==> src/rtl/dcache_mshr.sv <==
// Dcache load responder: serves hits from the data array and tracks misses in a
// small MSHR file that issues block reads to memory and broadcasts fills to the LSQ.
//
// state         | meaning
// ST_EMPTY      | entry free, may be allocated
// ST_WAIT_ISSUE | miss recorded, block read not yet accepted by memory
// ST_WAIT_MEM   | memory accepted the read, waiting for data with the stored tag
module dcache_mshr #(
    parameter int ADDR_W     = 64,
    parameter int MSHR_NUM   = 4,
    parameter int MSHR_IDX_W = 2
) (
    input  logic              clk,
    input  logic              rst,
    input  logic [ADDR_W-1:0] lsq2Dcache_ld_addr_i,
    input  logic              lsq2Dcache_ld_en_i,
    input  logic              cache_hit_i,
    input  logic [63:0]       cache_rd_data_i,
    output logic              Dcache_hit_o,
    output logic [63:0]       Dcache_data_o,
    output logic [ADDR_W-1:0] Dcache_mshr_addr_o,
    output logic              Dcache_mshr_vld_o,
    output logic              Dcache_mshr_stall_o,
    output logic [1:0]        mshr2mem_command_o,
    output logic [ADDR_W-1:0] mshr2mem_addr_o,
    input  logic [3:0]        mem2mshr_response_i,
    input  logic [3:0]        mem2mshr_tag_i,
    input  logic [63:0]       mem2mshr_data_i,
    output logic              mshr2cache_wr_en_o,
    output logic [ADDR_W-1:0] mshr2cache_wr_addr_o,
    output logic [63:0]       mshr2cache_wr_data_o
);

    localparam logic [1:0] ST_EMPTY      = 2'd0;
    localparam logic [1:0] ST_WAIT_ISSUE = 2'd1;
    localparam logic [1:0] ST_WAIT_MEM   = 2'd2;

    localparam logic [1:0] CMD_NONE = 2'd0;
    localparam logic [1:0] CMD_LOAD = 2'd1;

    localparam logic [ADDR_W-1:0] BLK_MASK = {{(ADDR_W-3){1'b1}}, 3'b000};

    logic [1:0]        r_state [MSHR_NUM];
    logic [ADDR_W-1:0] r_addr  [MSHR_NUM];
    logic [3:0]        r_tag   [MSHR_NUM];

    logic              r_vld;
    logic [ADDR_W-1:0] r_fill_addr;
    logic [63:0]       r_fill_data;

    logic [ADDR_W-1:0]     w_blk;
    logic                  w_merge;
    logic                  w_has_empty;
    logic [MSHR_IDX_W-1:0] w_alloc_idx;
    logic                  w_issue_vld;
    logic [MSHR_IDX_W-1:0] w_issue_idx;
    logic                  w_fill_vld;
    logic [MSHR_IDX_W-1:0] w_fill_idx;
    logic                  w_miss;
    logic                  w_alloc;
    logic                  w_issue_ack;

    assign w_blk = lsq2Dcache_ld_addr_i & BLK_MASK;

    // Scan from the top down so the lowest matching index wins each search.
    always_comb begin
        w_merge     = 1'b0;
        w_has_empty = 1'b0;
        w_alloc_idx = '0;
        w_issue_vld = 1'b0;
        w_issue_idx = '0;
        w_fill_vld  = 1'b0;
        w_fill_idx  = '0;
        for (int i = MSHR_NUM - 1; i >= 0; i--) begin
            if (r_state[i] != ST_EMPTY && r_addr[i] == w_blk) begin
                w_merge = 1'b1;
            end
            if (r_state[i] == ST_EMPTY) begin
                w_has_empty = 1'b1;
                w_alloc_idx = MSHR_IDX_W'(i);
            end
            if (r_state[i] == ST_WAIT_ISSUE) begin
                w_issue_vld = 1'b1;
                w_issue_idx = MSHR_IDX_W'(i);
            end
            if (r_state[i] == ST_WAIT_MEM && mem2mshr_tag_i != 4'd0 &&
                r_tag[i] == mem2mshr_tag_i) begin
                w_fill_vld = 1'b1;
                w_fill_idx = MSHR_IDX_W'(i);
            end
        end
    end

    // A broadcast cycle owns the response bus, so any load then must retry.
    assign w_miss      = lsq2Dcache_ld_en_i & ~cache_hit_i & ~r_vld;
    assign w_alloc     = w_miss & ~w_merge & w_has_empty;
    assign w_issue_ack = w_issue_vld & (mem2mshr_response_i != 4'd0);

    assign Dcache_hit_o        = lsq2Dcache_ld_en_i & cache_hit_i & ~r_vld;
    assign Dcache_data_o       = r_vld ? r_fill_data : cache_rd_data_i;
    assign Dcache_mshr_stall_o = lsq2Dcache_ld_en_i &
                                 (r_vld | (~cache_hit_i & ~w_merge & ~w_has_empty));

    assign mshr2mem_command_o = w_issue_vld ? CMD_LOAD : CMD_NONE;
    assign mshr2mem_addr_o    = w_issue_vld ? r_addr[w_issue_idx] : '0;

    assign Dcache_mshr_vld_o    = r_vld;
    assign Dcache_mshr_addr_o   = r_fill_addr;
    assign mshr2cache_wr_en_o   = r_vld;
    assign mshr2cache_wr_addr_o = r_fill_addr;
    assign mshr2cache_wr_data_o = r_fill_data;

    // Fill, issue and allocate always target distinct entries by state.
    always_ff @(posedge clk) begin
        if (rst) begin
            for (int i = 0; i < MSHR_NUM; i++) begin
                r_state[i] <= ST_EMPTY;
                r_addr[i]  <= '0;
                r_tag[i]   <= '0;
            end
            r_vld       <= 1'b0;
            r_fill_addr <= '0;
            r_fill_data <= '0;
        end else begin
            r_vld <= w_fill_vld;
            if (w_fill_vld) begin
                r_fill_addr         <= r_addr[w_fill_idx];
                r_fill_data         <= mem2mshr_data_i;
                r_state[w_fill_idx] <= ST_EMPTY;
            end
            if (w_issue_ack) begin
                r_state[w_issue_idx] <= ST_WAIT_MEM;
                r_tag[w_issue_idx]   <= mem2mshr_response_i;
            end
            if (w_alloc) begin
                r_state[w_alloc_idx] <= ST_WAIT_ISSUE;
                r_addr[w_alloc_idx]  <= w_blk;
            end
        end
    end

endmodule

==> config.mk <==
export PLATFORM = sky130hd
export DESIGN_NAME = dcache_mshr
export DESIGN_NICKNAME = d
export VERILOG_FILES = /design/src/rtl/dcache_mshr.sv
export SDC_FILE = /design/constraint.sdc
export NUM_CORES = 1
export LEC_CHECK = 0
export ABC_AREA = 0
export BUFFER_PORTS_ARGS = -buffer_cell sky130_fd_sc_hd__buf_2
export CAP_MARGIN = 20
export CORE_MARGIN = 2
export CORE_UTILIZATION = 30
export DETAILED_ROUTE_END_ITERATION = 8
export GPL_TIMING_DRIVEN = 0
export PLACE_DENSITY = 0.61
export SETUP_SLACK_MARGIN = 0.02
export SYNTH_ARGS = -nofsm -noshare
export SYNTH_HDL_FRONTEND = slang
export SYNTH_SLANG_ARGS = --single-unit
export TNS_END_PERCENT = 100
==> constraint.sdc <==
create_clock -name clk -period 6.3 [get_ports clk]
set_input_delay 0.63 -clock clk [delete_from_list [all_inputs] [get_ports clk]]
set_output_delay 0.63 -clock clk [all_outputs]
set_load 0.005 [all_outputs]
==> results of run 1 <==
## path summary, 6_finish.rpt
path,to,start,depth (start not counted),slack (ns)
max reg2reg,r_addr[2][18],r_addr[1][54],9,1.76
max,mshr2mem_addr_o[55],r_state[2][1],8,1.12
min reg2reg,mshr2cache_wr_data_o[6],mshr2cache_wr_data_o[6],2,0.52
min,mshr2cache_wr_data_o[63],mem2mshr_data_i[63],3,0.26
## stage by stage
stage	cell area, sq um	setup WS (ns)
after floorplan	22300	0.924
after global placement	25800	-3.03
after detailed placement	26100	1.38
after CTS	27600	1.34
after global routing	27600	1.30
final	27600	1.12
## cells in the mapped netlist, drive strengths merged (3+ instances only)
library cell / number
nand3: 11
o22ai: 10
and3: 5
or3b: 3
o221ai: 5
nand4b: 3
and2: 65
nand2b: 27
nand2: 84
buf: 125
nand4: 32
nor2b: 25
a222oi: 61
a22oi: 3
a2111oi: 3
xnor2: 89
a211oi: 122
o21bai: 4
a21oi: 66
edfxtp: 260
xor2: 123
clkbuf: 146
nor2: 281
mux2: 64
o21ai: 4
nor3: 193
a22o: 3
o2111ai: 9
or4: 3
inv: 78
mux2i: 125
dfxtp: 134
a221oi: 3
nor4: 64
## metal layers
| layer | track usage | routed length [um] |
|---|---|---|
| met1 | 0.387 | 46300 |
| met5 | 0 | 45 |
| met3 | 0.0617 | 11700 |
| met2 | 0.413 | 48100 |
| met4 | 0.113 | 4810 |
## cells by family (layout without fill, tap and decap cells)
kind of cell	after synthesis	in the layout	share of synthesized area
AND/OR/NAND/NOR	809	809	0.177
multiplexers	189	189	0.0885
buffers and inverters	349	911	0.0764
flip-flops	394	394	0.471
other	1	12	0.000168
XOR/XNOR	212	212	0.0834
AO/OA/AOI/OAI	305	305	0.103
## power groups by stage
stage	registers [mW]	clock network [mW]	logic (mW)
final	3.01	2.73	1.08
after global routing	3.02	2.83	1.11
after CTS	3.00	2.73	1.04
after detailed placement	3.06	0	1.04
after global placement	3.07	0	1.02
after floorplan	3.01	0	0.517
## worst max-delay path: stages, from the launching register on
cell and delay (ns):
dfxtp_1 0.62, nand2b_1 0.19, nand2_1 0.08, o21ai_0 0.69, clkbuf_1 0.79, clkbuf_1 0.62, nand2_1 0.12, a21oi_1 0.56
buf_2 0.27
## sequential cells by signal, summed over array words and instances, names as in the netlist
signal	flops
Dcache_mshr_addr_o	61
Dcache_mshr_vld_o	1
mshr2cache_wr_data_o	64
r_addr	244
r_state	8
r_tag	16
## final cells by class
type	instances	share of cell area
Sequential cell	394	0.380
Inverter	78	0.0106
Antenna cell	2	0.000181
Multi-Input combinational cell	1525	0.369
Tap cell	959	0.0434
Buffer	271	0.0511
Clock buffer	63	0.0454
Timing Repair Buffer	478	0.0925
Clock inverter	21	0.00834
==> results.py, run 1 <==
metrics = {
    "run_status": {
        "run_status": "complete, but fails checks",
        "failed_checks": "DRC",
    },
    "yosys": {
        "synth_seq_area_share": 0.471,
        "synth_top_cells_by_area": "edfxtp_1 35%, dfxtp_1 12%, mux2i_1 5.6%",
        "avgSynthCellArea_sq_um": 9.86,
        "synth_seq_cells": 394,
        "synth.largest_area_cell": "edfxtp_1",
        "synthesis.yosys.warnings": 0,
        "yosys_most_used_dff": "edfxtp_1",
        "synth.lib_cells_used.distinct": 58,
        "syn-cell-area_sq_um": 22300,
        "synthesis.instances": 2259,
        "fraction_of_synthesis_flops_using_an_asynchronous_set_or_reset_pin": 0,
        "netlist.area_leader.share": 0.351,
        "synth-edff-count": 260,
    },
    "critical_path": {
        "critical_path_peak_fanout": 10,
        "setup.worst_path.end_class": "output pin",
        "timing.critical_path.arrival_ns": 4.55,
        "cp_data_required_time_ns": 5.67,
        "criticalPathCategory": "register to output pin",
        "crit_path_start_kind": "register",
    },
    "finish": {
        "final_cell_mix": "496 x buf_2, 280 x nor2_1, 260 x edfxtp_1",
        "most_common_library_cell_in_the_layout_ignoring_fill_and_taps": "buf_2",
        "final-instance-count-excl-fill": 3791,
        "nNetsFinal": 2998,
        "syn_to_final_growth_pct": 24.0,
        "final_layout_size_suffix_gt1_frac": 0.261,
        "final-seq-area_sq_um": 10500,
        "util_after_layout": 0.377,
        "nFillCells": 7391,
        "multi_input_gate_area_in_the_final_layout_sq_um": 10200,
    },
    "cts": {
        "cts_hold_buffers": 0,
        "clock_sink_count": 394,
        "clock_tree.htree_level_count": 2,
        "clk_pin_slew_worst_paths_ns": 0.06,
        "cts_tree": "yes",
        "clk-insertion-delay-late_ns": 0.60,
        "cts-buffers-inserted": 46,
        "postCtsSetupBuffers": 0,
        "cts_buffer_depth": 3,
        "count_of_instances_resized_after_the_clock_tree_is_built": 0,
        "root_buffer_selected_by_cts": "clkbuf_16",
    },
    "route": {
        "drtIter0Drc": 3182,
        "route.detailed.drc": 6,
        "drt.antenna.violating_nets": 0,
        "average_vias_per_placed_instance": 5.60,
        "dr.pass1.iters": 9,
        "post_drt_wl_per_cell_um": 29.3,
        "postRouteWirelength_mm": 111,
        "via_count": 21200,
    },
    "grt": {
        "grt_pass1_wl_mm": 153,
        "grt_pass1_vias": 19700,
        "grtUsageTotal": 0.277,
        "globalRoute.totalOverflow": 0,
        "grt_start_max_net_pins": 42,
        "antenna_found_initial": 6,
    },
    "pwr": {
        "internal-power_mw": 4.80,
        "power.share.sequential": 0.441,
        "worst_ir_drop_vdd_mv": 0.167,
        "power_switching_share": 0.295,
        "totalPowerFinal_mw": 6.82,
        "clock_power_share": 0.400,
        "power.share.combinational": 0.158,
        "total_power_divided_by_cell_area_nw_per_um2": 247,
        "p_sw_mw": 2.01,
        "power_leakage_nw": 11.5,
    },
    "job": {
        "cap_violations": 0,
    },
    "sta": {
        "setup_total_negative_slack_ns": 0,
        "slew_headroom": 0.238,
        "setup_violations": 0,
        "final-hold-violation-count": 0,
        "timing.hold.ws_ns": 0.262,
        "finalWorstPathRequiredPeriod_ns": 5.18,
        "setup_repair_after_global_routing_missed_its_margin": "false",
        "fmax_ghz": 0.193,
        "fin_skew_ns": 0.0306,
        "finalMaxSlewViolations": 0,
        "post-route-period-util": 0.822,
        "worstMarginPinSlew_ns": 1.14,
    },
    "placed_design": {
        "dp.cells": 3704,
        "portBuffers": 464,
        "dpl.hpwl_mm": 88.4,
        "gp_congestion": 1.04,
    },
    "floorplanning": {
        "die-area_sq_um": 76400,
        "placementRows": 99,
        "core_sq_um": 73200,
        "start_util": 0.304,
        "floorplan.die.height_um": 276,
        "io-pin-count": 530,
        "die_w_um": 276,
    },
    "worst_hold_path": {
        "hp-class": "primary input to register",
    },
}
No activity file was read; power rests on OpenSTA's default activity.
==> inputs of run 2 (changes only) <==
- ABC_AREA: 0 -> 1
- PLACE_DENSITY: 0.61 -> 0.62
- clock period: 6.3 -> 4.18 ns (I/O delays scaled with it)
==> run 2 against run 1 <==
The run ends with setup timing left. Critical path type unchanged. Combinational power is 100% higher. Via count is 28% higher. Register-to-register slack worse by 1.7 ns. Clock power is 67% higher. Highest routed layer unchanged. Routed wire length is 13% higher.
==> results.py, run 2 <==
metrics = {
    "run_status": {
        "run_status": "complete, but fails checks",
        "failed_checks": "setup timing",
    },
    "placed_design": {
        "gp_congestion": 1.01,
        "portBuffers": 515,
        "dpl_cell_area_sq_um": 28200,
        "dp.cells": 5007,
        "dpl.hpwl_mm": 94.8,
    },
    "pwr": {
        "total_power_divided_by_cell_area_nw_per_um2": 369,
        "power.share.combinational": 0.196,
        "power.share.sequential": 0.397,
        "clock_power_share": 0.406,
        "power_switching_share": 0.325,
        "internal-power_mw": 7.60,
        "worst_ir_drop_vdd_mv": 0.305,
        "power_leakage_nw": 14.8,
        "p_sw_mw": 3.66,
    },
    "finish": {
        "fin_area_sq_um": 30500,
        "number_of_flip_flops_in_the_largest_register": 244,
        "nNetsFinal": 4265,
        "final_layout_size_suffix_gt1_frac": 0.216,
        "syn_to_final_growth_pct": 27.2,
        "final-instance-count-excl-fill": 5166,
        "most_common_library_cell_in_the_layout_ignoring_fill_and_taps": "nand2_1",
        "top_register": "r_addr",
        "final_cell_mix": "1094 x nand2_1, 565 x buf_2, 440 x inv_1",
    },
    "yosys": {
        "post-synth-top-count-cell": "nand2_1",
        "yosys_most_used_dff": "edfxtp_1",
        "synth-edff-count": 260,
        "synth.largest_area_cell": "edfxtp_1",
        "netlist.area_leader.share": 0.326,
        "synth.cells.most_frequent": "1096 x nand2_1, 441 x inv_1, 321 x nor2_1",
        "fraction_of_synthesis_flops_using_an_asynchronous_set_or_reset_pin": 0,
        "synth-xor-area-share": 0.00768,
        "avgSynthCellArea_sq_um": 7.01,
        "synth_top_family_by_area": "simple AND/OR/NAND/NOR gates",
        "synth_compound_gate_area_share": 0.102,
        "syn-cell-area_sq_um": 24000,
        "synthMuxAreaShare": 0,
        "synthSimpleGateAreaFrac": 0.319,
        "synthesis.instances": 3421,
        "synth_top_cells_by_area": "edfxtp_1 33%, nand2_1 17%, dfxtp_1 11%",
        "synth.lib_cells_used.distinct": 37,
        "synth_seq_cells": 394,
        "synthesis.yosys.warnings": 0,
        "synth_seq_area_share": 0.438,
        "synth-adder-area-share": 0,
    },
    "sta": {
        "post-route-period-util": 1.00,
        "fin_skew_ns": 0.0406,
        "final-hold-violation-count": 0,
        "setup_violations": 1,
        "slew_headroom": 0.187,
        "worstMarginPinSlew_ns": 1.22,
        "setup_repair_after_global_routing_missed_its_margin": "false",
        "finalWorstPathRequiredPeriod_ns": 4.20,
        "fmax_ghz": 0.238,
        "final_worst_setup_slack_ns": -0.0177,
        "finalMaxSlewViolations": 0,
    },
    "critical_path": {
        "setup.worst_path.end_class": "output pin",
        "critical_path_peak_fanout": 10,
        "cp_data_required_time_ns": 3.76,
        "timing.critical_path.arrival_ns": 3.78,
        "crit_path_start_kind": "register",
        "criticalPathCategory": "register to output pin",
    },
    "floorplanning": {
        "die-area_sq_um": 82200,
        "placementRows": 103,
        "die_w_um": 287,
        "core_sq_um": 79000,
        "start_util": 0.303,
        "io-pin-count": 530,
        "floorplan.die.height_um": 287,
    },
    "route": {
        "postRouteWirelength_mm": 126,
        "average_vias_per_placed_instance": 5.24,
        "drt.antenna.violating_nets": 0,
        "dr.pass1.iters": 8,
        "post_drt_wl_per_cell_um": 24.3,
        "drtIter0Drc": 4059,
        "route.detailed.drc": 0,
        "via_count": 27100,
    },
    "grt": {
        "grt_pass1_vias": 24400,
        "grt_pass1_wl_mm": 173,
        "grtUsageTotal": 0.293,
        "antenna_found_initial": 21,
        "globalRoute.totalOverflow": 0,
        "grt_start_max_net_pins": 35,
    },
    "cts": {
        "cts_buffer_depth": 3,
        "clock_sink_count": 394,
        "clk_pin_slew_worst_paths_ns": 0.06,
        "root_buffer_selected_by_cts": "clkbuf_16",
        "cts_tree": "yes",
        "cts-buffers-inserted": 49,
        "clock_tree.htree_level_count": 2,
        "clk-insertion-delay-late_ns": 0.64,
    },
    "worst_hold_path": {
        "hp-class": "primary input to register",
    },
    "job": {
        "cap_violations": 0,
    },
}
run 2: power by group through the flow:
stage | registers, mW | logic (mW) | clock network, mW
final | 4.47 | 2.21 | 4.57
after global routing | 4.49 | 2.31 | 4.77
after CTS | 4.47 | 2.13 | 4.61
after detailed placement | 4.55 | 2.08 | 0
after global placement | 4.57 | 2.04 | 0
after floorplan | 4.53 | 1.00 | 0
run 2: cell families after synthesis:
group	Yosys count
xor+xnor	21
buf+inv	747
simple gates	1812
compound gates	446
other cells	1
flops	394
run 2: path summary, 6_finish.rpt:
path	startpoint	end	slack (ns)	depth (start not counted)
worst max register to register	r_addr[1][57]	r_addr[2][15]	0.02	15
worst min register to register	Dcache_mshr_addr_o[30]	Dcache_mshr_addr_o[30]	0.47	2
worst min-delay path	mem2mshr_data_i[5]	mshr2cache_wr_data_o[5]	0.02	3
worst max-delay path	r_state[3][0]	mshr2mem_addr_o[54]	-0.02	11
run 2: repair_timing:
action	CTS	global route
pin swaps	0	0
cloned	0	0
buffers inserted	0	0
resized for setup	5	8
hold endpoints to repair	54	0
endpoints found under the setup margin	22	31
hold buffers	54	0
run 2: critical path, stage by stage, from the launching register on:
cell and delay, ns:
dfxtp_1 0.38, inv_1 0.10, o21ai_0 0.22, nand3_1 0.13, inv_1 0.07, nor2_1 0.08
inv_2 0.32, buf_1 0.81, nor2_1 0.09, o31ai_1 0.67, inv_1 0.12, buf_2 0.16
run 2: metal layers:
layer,global-route usage,vias to the layer above,part of all wire
li1,-,12100,-
met1,0.372,12500,0.38
met2,0.449,2022,0.44
met3,0.0746,355,0.13
met4,0.170,14,0.062
met5,0,-,0.00068
run 2: area by class of cell:
class                           instances  area, sq um
Inverter                              512         1930
Fill cell                            8459        48500
Tap cell                             1050         1310
Buffer                                234         1310
Clock inverter                         33          358
Timing Repair Buffer                  581         3370
Sequential cell                       394        10500
Multi-Input combinational cell       2289        10300
Clock buffer                           59         1340
Antenna cell                           14         35.0
run 2: metrics by stage:
stage	setup TNS [ns]	total power [mW]	hold WS, ns	util	worst slack, ns
2_1_floorplan	-73.31	5.53	0.459	-	-0.601
3_3_place_gp	-810.99	6.61	0.458	0.353	-5.16
3_5_place_dp	-5.46	6.63	0.457	0.357	-0.210
4_1_cts	0	11.2	0.00205	0.385	0.0487
5_1_grt	0	11.6	0.0233	0.385	0.0252
6_report	-0.0177	11.3	0.0220	0.386	-0.0177
